--- config.mk ---
export PLATFORM = sky130hd
export DESIGN_NAME = if_stage_prefetch_flat
export DESIGN_NICKNAME = d
export VERILOG_FILES = /design/src/rtl/if_stage_prefetch_if.sv /design/src/rtl/if_stage_prefetch.sv /design/src/flat_wrapper.sv
export SDC_FILE = /design/constraint.sdc
export NUM_CORES = 1
export LEC_CHECK = 0
export CAP_MARGIN = 20
export CORE_MARGIN = 3
export CORE_UTILIZATION = 50
export CTS_CLUSTER_SIZE = 24
export DETAILED_ROUTE_END_ITERATION = 10
export GPL_TIMING_DRIVEN = 0
export PLACE_DENSITY = 0.73
export SLEW_MARGIN = 20
export SYNTH_ARGS = -nofsm -noshare
export SYNTH_HDL_FRONTEND = slang
export SYNTH_SLANG_ARGS = --single-unit
--- constraint.sdc ---
create_clock -name clk -period 6.45 [get_ports clk]
set_input_delay 1.935 -clock clk [delete_from_list [all_inputs] [get_ports clk]]
set_output_delay 1.935 -clock clk [all_outputs]
set_load 0.05 [all_outputs]
--- src/rtl/if_stage_prefetch_if.sv ---
// Split request/response read channel between the fetch stage and instruction memory.
// Responses return in request order and are always accepted by the master.
interface if_stage_prefetch_if #(
    parameter int XLEN = 32
);
    logic            req_valid;
    logic            req_ready;
    logic [XLEN-1:0] req_addr;
    logic            rsp_valid;
    logic [XLEN-1:0] rsp_data;

    modport master (
        output req_valid,
        output req_addr,
        input  req_ready,
        input  rsp_valid,
        input  rsp_data
    );

    modport slave (
        input  req_valid,
        input  req_addr,
        output req_ready,
        output rsp_valid,
        output rsp_data
    );
endinterface

--- src/rtl/if_stage_prefetch.sv ---
// Prefetching instruction fetch stage: pipelined reads on a split channel, fetched words buffered
// with their PCs ahead of decode. Define IFETCH_PERF_CNT_EN to add fetched/dropped counters.
module if_stage_prefetch #(
    parameter int              XLEN            = 32,
    parameter logic [XLEN-1:0] RESET_PC        = '0,
    parameter int              FETCH_DEPTH     = 4,
    parameter int              MAX_OUTSTANDING = 2
) (
    input  logic                clk,
    input  logic                rst_n,
    input  logic                i_stall,
    input  logic                i_flush,
    input  logic [XLEN-1:0]     i_redirect_pc,
    if_stage_prefetch_if.master mem,
    output logic                o_if_valid,
    output logic [XLEN-1:0]     o_if_pc,
    output logic [XLEN-1:0]     o_if_instr
`ifdef IFETCH_PERF_CNT_EN
    ,
    output logic [31:0]         o_perf_fetched,
    output logic [31:0]         o_perf_dropped
`endif
);
    localparam int FW   = $clog2(FETCH_DEPTH);
    localparam int CNTW = $clog2(FETCH_DEPTH + 1);
    localparam int CW   = $clog2(MAX_OUTSTANDING + 1);
    localparam int TW   = (MAX_OUTSTANDING > 1) ? $clog2(MAX_OUTSTANDING) : 1;

    typedef struct packed {
        logic [XLEN-1:0] pc;
        logic [XLEN-1:0] instr;
    } fetch_entry_t;

    logic [XLEN-1:0] pc_q;
    logic [CW-1:0]   inflight;
    logic [CW-1:0]   inflight_nxt;
    logic [CW-1:0]   drop_cnt;

    fetch_entry_t    fifo_mem [FETCH_DEPTH];
    logic [FW-1:0]   fifo_rd;
    logic [FW-1:0]   fifo_wr;
    logic [CNTW-1:0] fifo_cnt;

    logic [XLEN-1:0] tag_q [MAX_OUTSTANDING];
    logic [TW-1:0]   tag_rd;
    logic [TW-1:0]   tag_wr;
    logic [TW-1:0]   tag_rd_nxt;
    logic [TW-1:0]   tag_wr_nxt;

    logic [31:0]     credit_used;
    logic            req_fire;
    logic            rsp_ok;
    logic            rsp_drop;
    logic            fifo_push;
    logic            fifo_pop;
    logic            unused_redirect_lsb;

    assign unused_redirect_lsb = ^i_redirect_pc[1:0];

    // Credits cover buffered entries plus live (non-dropped) requests, so the FIFO can never overflow.
    // Gated by rst_n so the request channel is quiet while held in reset.
    assign credit_used   = 32'(fifo_cnt) + 32'(inflight) - 32'(drop_cnt);
    assign mem.req_valid = rst_n && !i_flush
                        && (32'(inflight) < 32'(MAX_OUTSTANDING))
                        && (credit_used < 32'(FETCH_DEPTH));
    assign mem.req_addr  = pc_q;

    assign req_fire  = mem.req_valid && mem.req_ready;
    assign rsp_ok    = mem.rsp_valid && (inflight != '0);
    assign rsp_drop  = rsp_ok && (i_flush || (drop_cnt != '0));
    assign fifo_push = rsp_ok && !rsp_drop;
    assign fifo_pop  = o_if_valid && !i_stall && !i_flush;

    assign o_if_valid = (fifo_cnt != '0);
    assign o_if_pc    = o_if_valid ? fifo_mem[fifo_rd].pc    : '0;
    assign o_if_instr = o_if_valid ? fifo_mem[fifo_rd].instr : '0;

    assign tag_rd_nxt = (tag_rd == TW'(MAX_OUTSTANDING - 1)) ? '0 : tag_rd + TW'(1);
    assign tag_wr_nxt = (tag_wr == TW'(MAX_OUTSTANDING - 1)) ? '0 : tag_wr + TW'(1);

    always_comb begin
        inflight_nxt = inflight;
        if (req_fire) inflight_nxt = inflight_nxt + CW'(1);
        if (rsp_ok)   inflight_nxt = inflight_nxt - CW'(1);
    end

    // Storage arrays carry no reset; validity comes from the pointers and counters.
    always_ff @(posedge clk) begin
        if (req_fire) tag_q[tag_wr] <= pc_q;
        if (fifo_push) begin
            fifo_mem[fifo_wr].pc    <= tag_q[tag_rd];
            fifo_mem[fifo_wr].instr <= mem.rsp_data;
        end
    end

    always_ff @(posedge clk) begin
        if (!rst_n) begin
            pc_q     <= RESET_PC;
            inflight <= '0;
            drop_cnt <= '0;
            tag_rd   <= '0;
            tag_wr   <= '0;
            fifo_rd  <= '0;
            fifo_wr  <= '0;
            fifo_cnt <= '0;
        end else begin
            inflight <= inflight_nxt;
            if (req_fire) begin
                pc_q   <= pc_q + XLEN'(4);
                tag_wr <= tag_wr_nxt;
            end
            if (rsp_ok) tag_rd <= tag_rd_nxt;

            if (i_flush) begin
                // Tags stay queued: every request still in flight is now owed a drop.
                pc_q     <= {i_redirect_pc[XLEN-1:2], 2'b00};
                drop_cnt <= inflight_nxt;
                fifo_rd  <= '0;
                fifo_wr  <= '0;
                fifo_cnt <= '0;
            end else begin
                if (rsp_drop)  drop_cnt <= drop_cnt - CW'(1);
                if (fifo_push) fifo_wr  <= fifo_wr + FW'(1);
                if (fifo_pop)  fifo_rd  <= fifo_rd + FW'(1);
                case ({fifo_push, fifo_pop})
                    2'b10:   fifo_cnt <= fifo_cnt + CNTW'(1);
                    2'b01:   fifo_cnt <= fifo_cnt - CNTW'(1);
                    default: ;
                endcase
            end
        end
    end

    always_ff @(posedge clk) begin
        if (rst_n && mem.rsp_valid) assert (inflight != '0);
    end

`ifdef IFETCH_PERF_CNT_EN
    logic [32:0] fetched_sum;
    logic [32:0] dropped_sum;

    assign fetched_sum = {1'b0, o_perf_fetched} + 33'(fifo_push);
    assign dropped_sum = {1'b0, o_perf_dropped} + 33'(rsp_drop)
                       + (i_flush ? 33'(fifo_cnt) : 33'd0);

    always_ff @(posedge clk) begin
        if (!rst_n) begin
            o_perf_fetched <= '0;
            o_perf_dropped <= '0;
        end else begin
            o_perf_fetched <= fetched_sum[32] ? '1 : fetched_sum[31:0];
            o_perf_dropped <= dropped_sum[32] ? '1 : dropped_sum[31:0];
        end
    end
`endif

endmodule
--- src/flat_wrapper.sv ---
// flat-port wrapper written by rule: the top's interface ports become plain ports
module if_stage_prefetch_flat 
#(
    parameter int              XLEN            = 32,
    parameter logic [XLEN-1:0] RESET_PC        = '0,
    parameter int              FETCH_DEPTH     = 4,
    parameter int              MAX_OUTSTANDING = 2
)
  (clk, rst_n, i_stall, i_flush, i_redirect_pc, o_if_valid, o_if_pc, o_if_instr, mem_req_valid, mem_req_addr, mem_req_ready, mem_rsp_valid, mem_rsp_data);
  if_stage_prefetch_if #(.XLEN(XLEN)) mem_i ();
  input  logic clk;
  input  logic rst_n;
  input  logic i_stall;
  input  logic i_flush;
  input  logic [XLEN-1:0] i_redirect_pc;
  output logic o_if_valid;
  output logic [XLEN-1:0] o_if_pc;
  output logic [XLEN-1:0] o_if_instr;
  output wire logic [$bits(mem_i.req_valid)-1:0] mem_req_valid;
  output wire logic [$bits(mem_i.req_addr)-1:0] mem_req_addr;
  input wire logic [$bits(mem_i.req_ready)-1:0] mem_req_ready;
  input wire logic [$bits(mem_i.rsp_valid)-1:0] mem_rsp_valid;
  input wire logic [$bits(mem_i.rsp_data)-1:0] mem_rsp_data;
  assign mem_req_valid = mem_i.req_valid;
  assign mem_req_addr = mem_i.req_addr;
  assign mem_i.req_ready = mem_req_ready;
  assign mem_i.rsp_valid = mem_rsp_valid;
  assign mem_i.rsp_data = mem_rsp_data;
  if_stage_prefetch #(.XLEN(XLEN), .RESET_PC(RESET_PC), .FETCH_DEPTH(FETCH_DEPTH), .MAX_OUTSTANDING(MAX_OUTSTANDING)) u_core (.clk(clk), .rst_n(rst_n), .i_stall(i_stall), .i_flush(i_flush), .i_redirect_pc(i_redirect_pc), .mem(mem_i), .o_if_valid(o_if_valid), .o_if_pc(o_if_pc), .o_if_instr(o_if_instr));
endmodule
==> summary.log, run 1 <==
INFO  layout         layout.cells.most_common=edfxtp_1
INFO  route          number_of_vias_after_detailed_routing=8,061
INFO  place          place.detailed.hpwl=19.6mm
INFO  grt            grt_pass1_wl=46.4mm
INFO  place          placed_area=16,500um^2
INFO  synth          yosysSeqAreaShare=71.4%
INFO  setup_path     worstPathRequired=4510ps
INFO  timing         final_max_slew_viol_count=0
INFO  timing         setup_viol=0
INFO  die            io-pin-count=168
INFO  grt            grt_util_met1=28.0%
INFO  grt            number_of_antenna_violations_at_the_first_check_in_global_routing=0
INFO  route          routed_wirelength=29.5mm
INFO  hold_path      holdCritPathClass=reg -> reg
INFO  setup_path     cp-start-kind=register
INFO  synth          postSynthCellCount=826
INFO  place          global_placement_routability_congestion=0.889
INFO  clock_tree     tritoncts=done
INFO  setup_path     setup.worst_path.end_class=output port
INFO  route          ant_nets=0
INFO  grt            grt_overflow=0
INFO  die            core_area=27,900um^2
INFO  timing         clock_skew=14.1ps
INFO  synth          ys_dominant_reg_cell=edfxtp_1
INFO  layout         non_filler_instances=1,439
INFO  setup_path     cpMostUsedCell=ha_1
INFO  die            chipHeight=175um
INFO  synth          post_synth_instance_area=14,200um^2
INFO  setup_path     arrival_worst_endpoint=4120ps
INFO  route          wire_per_inst=20.5um
INFO  clock_tree     cts_repair_resize_count=0
INFO  clock_tree     cts-buffers-inserted=36
INFO  synth          ys_types=60
INFO  grt            vias_in_the_first_global_route=8,198
INFO  power_and_ir_drop worst_ir_drop_vdd=0.166mV
INFO  place          dp_cells=1,374
INFO  clock_tree     cts.sink_count=354
INFO  layout         antennaDiodeCount=0
INFO  grt            grt_met3_use=3.61%
INFO  layout         final_net_count=1,118
INFO  timing         rsz0062_at_grt=false
INFO  grt            globalRouteMet2Util=31.5%
INFO  timing         min_period=6050ps
INFO  timing         achievable-frequency=0.165GHz
INFO  setup_path     crit_fanout=7
INFO  power_and_ir_drop powerDensity=305nW/um^2
INFO  clock_tree     worst_setup_hold_path_clk_slew=60ps
INFO  timing         tightest_slew=1050ps
INFO  clock_tree     cts-htree-levels=2
INFO  synth          synth.avg_cell_area=17.2um^2
INFO  clock_tree     post_cts.repair.setup_buffers=0
INFO  layout         final_cell_area=17,700um^2
INFO  timing         final_hold_violation_count=0
INFO  clock_tree     cts_hold_buf=0
INFO  timing         worst_slew_margin_rel=29.5%
INFO  die            placementRows=61
INFO  route          route.detailed.vias_per_inst=5.60
INFO  layout         layout-drive-gt1-share=16.9%
INFO  synth          synth.ff_latch_count=354
INFO  route          drt-initial-drc-count=594
INFO  grt            groute.usage.overall=19.4%
INFO  layout         syn2layout_area_growth=24.5%
INFO  run            max_cap_violations=0
INFO  power_and_ir_drop power.total=0.00540W
INFO  synth          number_of_warnings_reported_in_the_yosys_synthesis_log=0
INFO  setup_path     cpMaxStageDelayCell=clkdlybuf4s50_1
INFO  setup_path     timing.critical_path.slowest_cell_delay=830ps
INFO  die            die-width=175um
INFO  synth          share_of_synthesized_registers_carrying_an_async_set_or_reset=0%
INFO  clock_tree     cts_root_buf=clkbuf_16
INFO  setup_path     criticalPathCategory=reg -> out
INFO  synth          number_of_synthesized_flops_with_an_enable_pin=308
INFO  die            fp.dieArea=30,500um^2
INFO  die            initial_core_util=51.0%
INFO  power_and_ir_drop total_leakage_power=5.52nW
INFO  status         status=finished, final reports clean
INFO  layout         mostFrequentLayoutCells=308 x edfxtp_1, 160 x clkdlybuf4s50_1, 65 x nor2b_1
INFO  clock_tree     cts-root-to-sink-buffers=3
INFO  place          io_buffers=160
INFO  grt            grt_max_degree=48
INFO  timing         layout_worst_path_cycle_share=93.8%
INFO  clock_tree     clk-insertion-delay-late=510ps
INFO  timing         hold_slack=502ps
INFO  grt            global_route.peak_usage_layer=met2
INFO  route          total_iterations_of_the_first_detailed_routing_run=6
INFO  setup_path     timing.critical_path.cells=ha_1 > fa_1 > ha_1 > a21oi_2 > and2_1 > ha_1 > nor3b_1 > nand2_1 > nor2_1 > clkdlybuf4s50_1
INFO  timing         setup_tns=0ps
INFO  route          route.detailed.drc=0
[critical path, delay by kind of cell (launching register included)]
kind / cells / cell delay [ps]
simple gates: 4 / 1040
compound gates: 1 / 80
fa+ha+maj: 4 / 1230
buf+inv: 1 / 830
flops: 1 / 420
[per-layer routing]
| layer | part of all wire (%) | routed length, um |
|---|---|---|
| met3 | 6.7 | 1990 |
| met4 | 1.3 | 385 |
| met5 | 0 | 0 |
| met2 | 48 | 14200 |
| met1 | 44 | 12900 |
[cells in the mapped netlist, types with 4 or more instances]
library cell / number / share of area (%)
inv_1: 19 / 0.50
buf_4: 4 / 0.21
buf_1: 5 / 0.13
buf_2: 4 / 0.14
and3_1: 4 / 0.18
nor3_1: 4 / 0.14
nand2_1: 34 / 0.90
mux2_2: 31 / 2.5
or4_1: 11 / 0.58
nor2b_1: 65 / 2.9
o31ai_1: 6 / 0.32
nand4_1: 11 / 0.48
nor4_1: 6 / 0.26
ha_1: 12 / 1.1
dfxtp_1: 46 / 6.5
nor2_1: 25 / 0.66
nand3_1: 13 / 0.46
or3_1: 4 / 0.18
a31oi_1: 18 / 0.79
o21ai_0: 20 / 0.70
and2_1: 8 / 0.35
clkbuf_1: 31 / 0.82
a21oi_1: 11 / 0.39
xnor2_1: 10 / 0.62
o311ai_0: 7 / 0.43
mux4_2: 62 / 9.8
edfxtp_1: 308 / 65
[state kept, by name, summed over array words and instances (netlist names), 2 cells and up, named ones only]
signal and flops:
u_core.fifo_wr 2, u_core.drop_cnt 2, u_core.inflight 2, u_core.fifo_rd 2, u_core.fifo_cnt 3, u_core.mem.req_addr 30
u_core.tag_q 60, u_core.fifo_mem 248
[cell families after synthesis]
logic type | count (synthesis) | share of synthesized area (%)
compound gates | 85 | 4.00
buf+inv | 63 | 1.80
other cells | 1 | 0.0263
fa+ha+maj | 14 | 1.34
flops | 354 | 71.4
simple gates | 200 | 8.03
mux | 94 | 12.3
xor+xnor | 15 | 1.03
[where the power goes]
group | switching (W) | internal (W)
logic | 0.000365 | 0.000241
registers | 0.0000543 | 0.00262
clock network | 0.000830 | 0.00129
[area by class of cell]
cell class	count	area, um^2
Clock inverter	25	284
Multi-Input combinational cell	412	3840
Sequential cell	354	10200
Timing Repair Buffer	167	1750
Clock buffer	40	937
Tap cell	378	473
Inverter	19	71.3
Fill cell	1994	10200
Buffer	44	185
[through the flow]
stage          worst slack, ps  utilization (%)
2_1_floorplan             1580                -
3_3_place_gp              39.6             58.4
3_5_place_dp               493             59.0
4_1_cts                    400             63.4
5_1_grt                    208             63.4
6_report                   399             63.4
[worst paths after layout]
kind	slack (ps)	to	start	cells past startpoint
setup / recovery	400	mem_req_valid	u_core.fifo_cnt[0]	10
hold / removal	500	u_core.fifo_wr[1]	u_core.fifo_wr[1]	2
setup reg to reg	2170	u_core.tag_q[1][28]	u_core.fifo_cnt[0]	11
hold reg to reg	500	u_core.fifo_wr[1]	u_core.fifo_wr[1]	2
No activity file was read; power rests on OpenSTA's default activity.
==> inputs of run 2 (changes only) <==
--- a/config.mk
+++ b/config.mk
@@ -9,3 +9,3 @@
 export CORE_MARGIN = 3
-export CORE_UTILIZATION = 50
+export CORE_UTILIZATION = 40
 export CTS_CLUSTER_SIZE = 24
@@ -13,3 +13,2 @@
 export GPL_TIMING_DRIVEN = 0
-export PLACE_DENSITY = 0.73
 export SLEW_MARGIN = 20
==> constraint.sdc (replaced) <==
create_clock -name clk -period 6.45 [get_ports clk]
set_input_delay 0.645 -clock clk [delete_from_list [all_inputs] [get_ports clk]]
set_output_delay 0.645 -clock clk [all_outputs]
set_load 0.05 [all_outputs]
==> run 2 against run 1 <==
Sequential power barely moved. Critical path type unchanged. Clock skew rose by 6.2 ps. Critical path depth did not move. Largest cell class unchanged. Worst hold slack improved by 0.86 ps. Highest routed layer unchanged.
==> summary.log, run 2 (same netlist as run 1, synthesis figures left out) <==
INFO  layout         largest_reg_flops=248 [unchanged]
INFO  grt            vias_in_the_first_global_route=8,131 [-0.82%]
INFO  timing         final_max_slew_viol_count=0 [unchanged]
INFO  timing         min_period=4690ps [-1360 ps]
INFO  clock_tree     cts_repair_resize_count=0 [unchanged]
INFO  timing         rsz0062_at_grt=false
INFO  die            initial_core_util=40.9% [-10 points]
INFO  clock_tree     clk-insertion-delay-late=520ps [about the same]
INFO  hold_path      hold_path_stages=2 [unchanged]
INFO  setup_path     crit_fanout=7 [unchanged]
INFO  layout         regMostFlops=u_core.fifo_mem
INFO  grt            number_of_antenna_violations_at_the_first_check_in_global_routing=0 [unchanged]
INFO  setup_path     critPathBufInv=1 [unchanged]
INFO  run            max_cap_violations=0 [unchanged]
INFO  timing         setup_viol=0 [unchanged]
INFO  layout         syn2layout_area_growth=25.7%
INFO  grt            grt_pass1_wl=49.2mm [+6.1%]
INFO  setup_path     r2r_start=u_core.fifo_cnt[0]
INFO  hold_path      min_to=u_core.fifo_wr[1]
INFO  route          maxUsedRoutingLayer=met4
INFO  layout         final.fill_count=2,882 [+45%]
INFO  setup_path     arrival_worst_endpoint=4050ps [-70 ps]
INFO  setup_path     r2r_setup_slack=2240ps [+70 ps]
INFO  grt            groute.usage.overall=16.8% [-2.6 points]
INFO  place          dp_cells=1,452 [+5.7%]
INFO  setup_path     path_delay_family=adder cells
INFO  setup_path     setup.worst_path.end_class=output port
INFO  route          drt-initial-drc-count=478 [-20%]
INFO  status         status=finished, final reports clean
INFO  route          total_iterations_of_the_first_detailed_routing_run=5 [-1]
INFO  die            core_area=34,800um^2 [+25%]
INFO  clock_tree     cts-htree-levels=2 [unchanged]
INFO  grt            grt_overflow=0 [unchanged]
INFO  setup_path     worstPathRequired=5800ps [+1290 ps]
INFO  setup_path     regToRegEndpoint=u_core.tag_q[1][18]
INFO  setup_path     timing.critical_path.cells=ha_1 > fa_1 > ha_1 > a21oi_2 > and2_1 > ha_1 > nor3b_1 > nand2_1 > nor2_1 > clkdlybuf4s50_1
INFO  power_and_ir_drop powerDensity=306nW/um^2 [+0.28%]
INFO  clock_tree     cts-buffers-inserted=38 [+5.6%]
INFO  route          number_of_vias_after_detailed_routing=8,007 [-0.67%]
INFO  die            die-width=195um [+11%]
INFO  power_and_ir_drop worst_ir_drop_vdd=0.182mV [+10%]
INFO  power_and_ir_drop total_leakage_power=5.55nW [+0.43%]
INFO  layout         non_filler_instances=1,520 [+5.6%]
INFO  layout         mostFrequentLayoutCells=308 x edfxtp_1, 160 x clkdlybuf4s50_1, 65 x nor2b_1
INFO  timing         setup_tns=0ps [unchanged]
INFO  layout         layout-drive-gt1-share=17.1% [+0.22 points]
INFO  clock_tree     tritoncts=done
INFO  setup_path     reg2regPathDepth=11 [unchanged]
INFO  clock_tree     cts.sink_count=354 [unchanged]
INFO  place          place.detailed.hpwl=20.9mm [+6.8%]
INFO  die            fp.dieArea=37,900um^2 [+24%]
INFO  clock_tree     cts-root-to-sink-buffers=3 [unchanged]
INFO  timing         achievable-frequency=0.213GHz [+29%]
INFO  die            io-pin-count=168 [unchanged]
INFO  route          wire_per_inst=20.9um [+1.9%]
INFO  grt            grt_max_degree=45 [-6.3%]
INFO  die            placementRows=68 [+11%]
INFO  timing         worst_slew_margin_rel=32.7% [+3.2 points]
INFO  route          routed_met2_length=14.7mm [+4.0%]
INFO  place          global_placement_routability_congestion=0.866 [-2.6%]
INFO  setup_path     criticalPathCategory=reg -> out
INFO  clock_tree     cts_root_buf=clkbuf_16
INFO  setup_path     cpMaxStageDelayCell=clkdlybuf4s50_1
INFO  layout         layout.cells.most_common=edfxtp_1
INFO  place          io_buffers=160 [unchanged]
INFO  route          ant_nets=0 [unchanged]
INFO  timing         tightest_slew=1000ps [-47.5 ps]
INFO  timing         final_hold_violation_count=0 [unchanged]
INFO  timing         layout_worst_path_cycle_share=72.8% [-21 points]
INFO  route          routed-wl-met3=1.90mm [-4.5%]
INFO  setup_path     timing.critical_path.slowest_cell_delay=830ps [about the same]
INFO  route          routed_wirelength=31.7mm [+7.6%]
INFO  timing         clock_skew=20.3ps [+6.22 ps]
INFO  route          route.detailed.drc=0 [unchanged]
INFO  setup_path     cpMostUsedCell=ha_1
INFO  layout         antennaDiodeCount=0 [unchanged]
INFO  hold_path      holdCritPathClass=reg -> reg
INFO  layout         final_net_count=1,121 [+0.27%]
INFO  clock_tree     post_cts.repair.setup_buffers=0 [unchanged]
INFO  route          route.detailed.vias_per_inst=5.27 [-6.0%]
INFO  route          metal_1_wl=14.4mm [+11%]
INFO  setup_path     cp-start-kind=register
INFO  clock_tree     worst_setup_hold_path_clk_slew=60ps [about the same]
INFO  clock_tree     cts_hold_buf=0 [unchanged]
INFO  die            chipHeight=195um [+11%]
INFO  hold_path      holdCritStartpoint=u_core.fifo_wr[1]
==> run 2: cell count changes in the layout (fill, tap and decap cells not counted), sizes merged <==
cell / delta
buf: +1
bufinv: -3
clkbuf: +12
clkinv: -7
clkinvlp: +2
inv: -1
==> run 2: through the flow <==
| stage | power, W | utilization (%) | instance area, um^2 | setup WS [ps] | hold slack, ps |
|---|---|---|---|---|---|
| after global placement | 0.00332 | 47.2 | 16400 | 610 | 492 |
| after global routing | 0.00569 | 51.4 | 17900 | 1370 | 545 |
| after floorplan | 0.00310 | - | 14200 | 2140 | 469 |
| final | 0.00547 | 51.4 | 17900 | 1760 | 503 |
| after detailed placement | 0.00333 | 47.7 | 16600 | 2260 | 502 |
| after CTS | 0.00554 | 51.4 | 17900 | 1670 | 511 |
==> run 2: routing by layer <==
layer  GRT usage [%]  vias to the layer above
li1                -                     3684
met1            24.3                     4034
met2            26.5                      250
met3            3.15                       39
met4            4.57                        0
met5               0                        -
==> run 2: worst min-delay path, stage by stage (launching register included) <==
cell	delay (ps)
dfxtp_1	340
nand2_1	70
a21oi_1	50
==> run 2: final cells by class <==
class / instances / area [um^2] / share of cell area [%]
clock buffers: 52 / 1120 / 6.25
flip-flops and latches: 354 / 10200 / 56.9
well taps: 455 / 569 / 3.18
inverters: 19 / 71.3 / 0.399
repair buffers: 168 / 1760 / 9.84
multi-input cells: 412 / 3840 / 21.5
plain buffers: 44 / 185 / 1.04
clock inverters: 16 / 171 / 0.958
==> run 2: how the worst max path moves through the flow <==
stage / cells past startpoint / to / startpoint / slack, ps
floorplan: 11 / u_core.tag_q[0][10] / u_core.fifo_cnt[0] / 2140
global placement: 11 / u_core.tag_q[0][18] / u_core.inflight[0] / 610
detailed placement: 10 / mem_req_valid / u_core.fifo_cnt[0] / 2260
CTS: 10 / mem_req_valid / u_core.fifo_cnt[0] / 1670
global route: 10 / mem_req_valid / u_core.inflight[0] / 1370
finish: 10 / mem_req_valid / u_core.fifo_cnt[0] / 1760
==> run 2: power breakdown <==
part	internal (W)	switching, W	total [W]
Combinational	0.000239	0.000368	0.000608
Clock	0.00134	0.000853	0.00219
Sequential	0.00262	0.0000521	0.00267
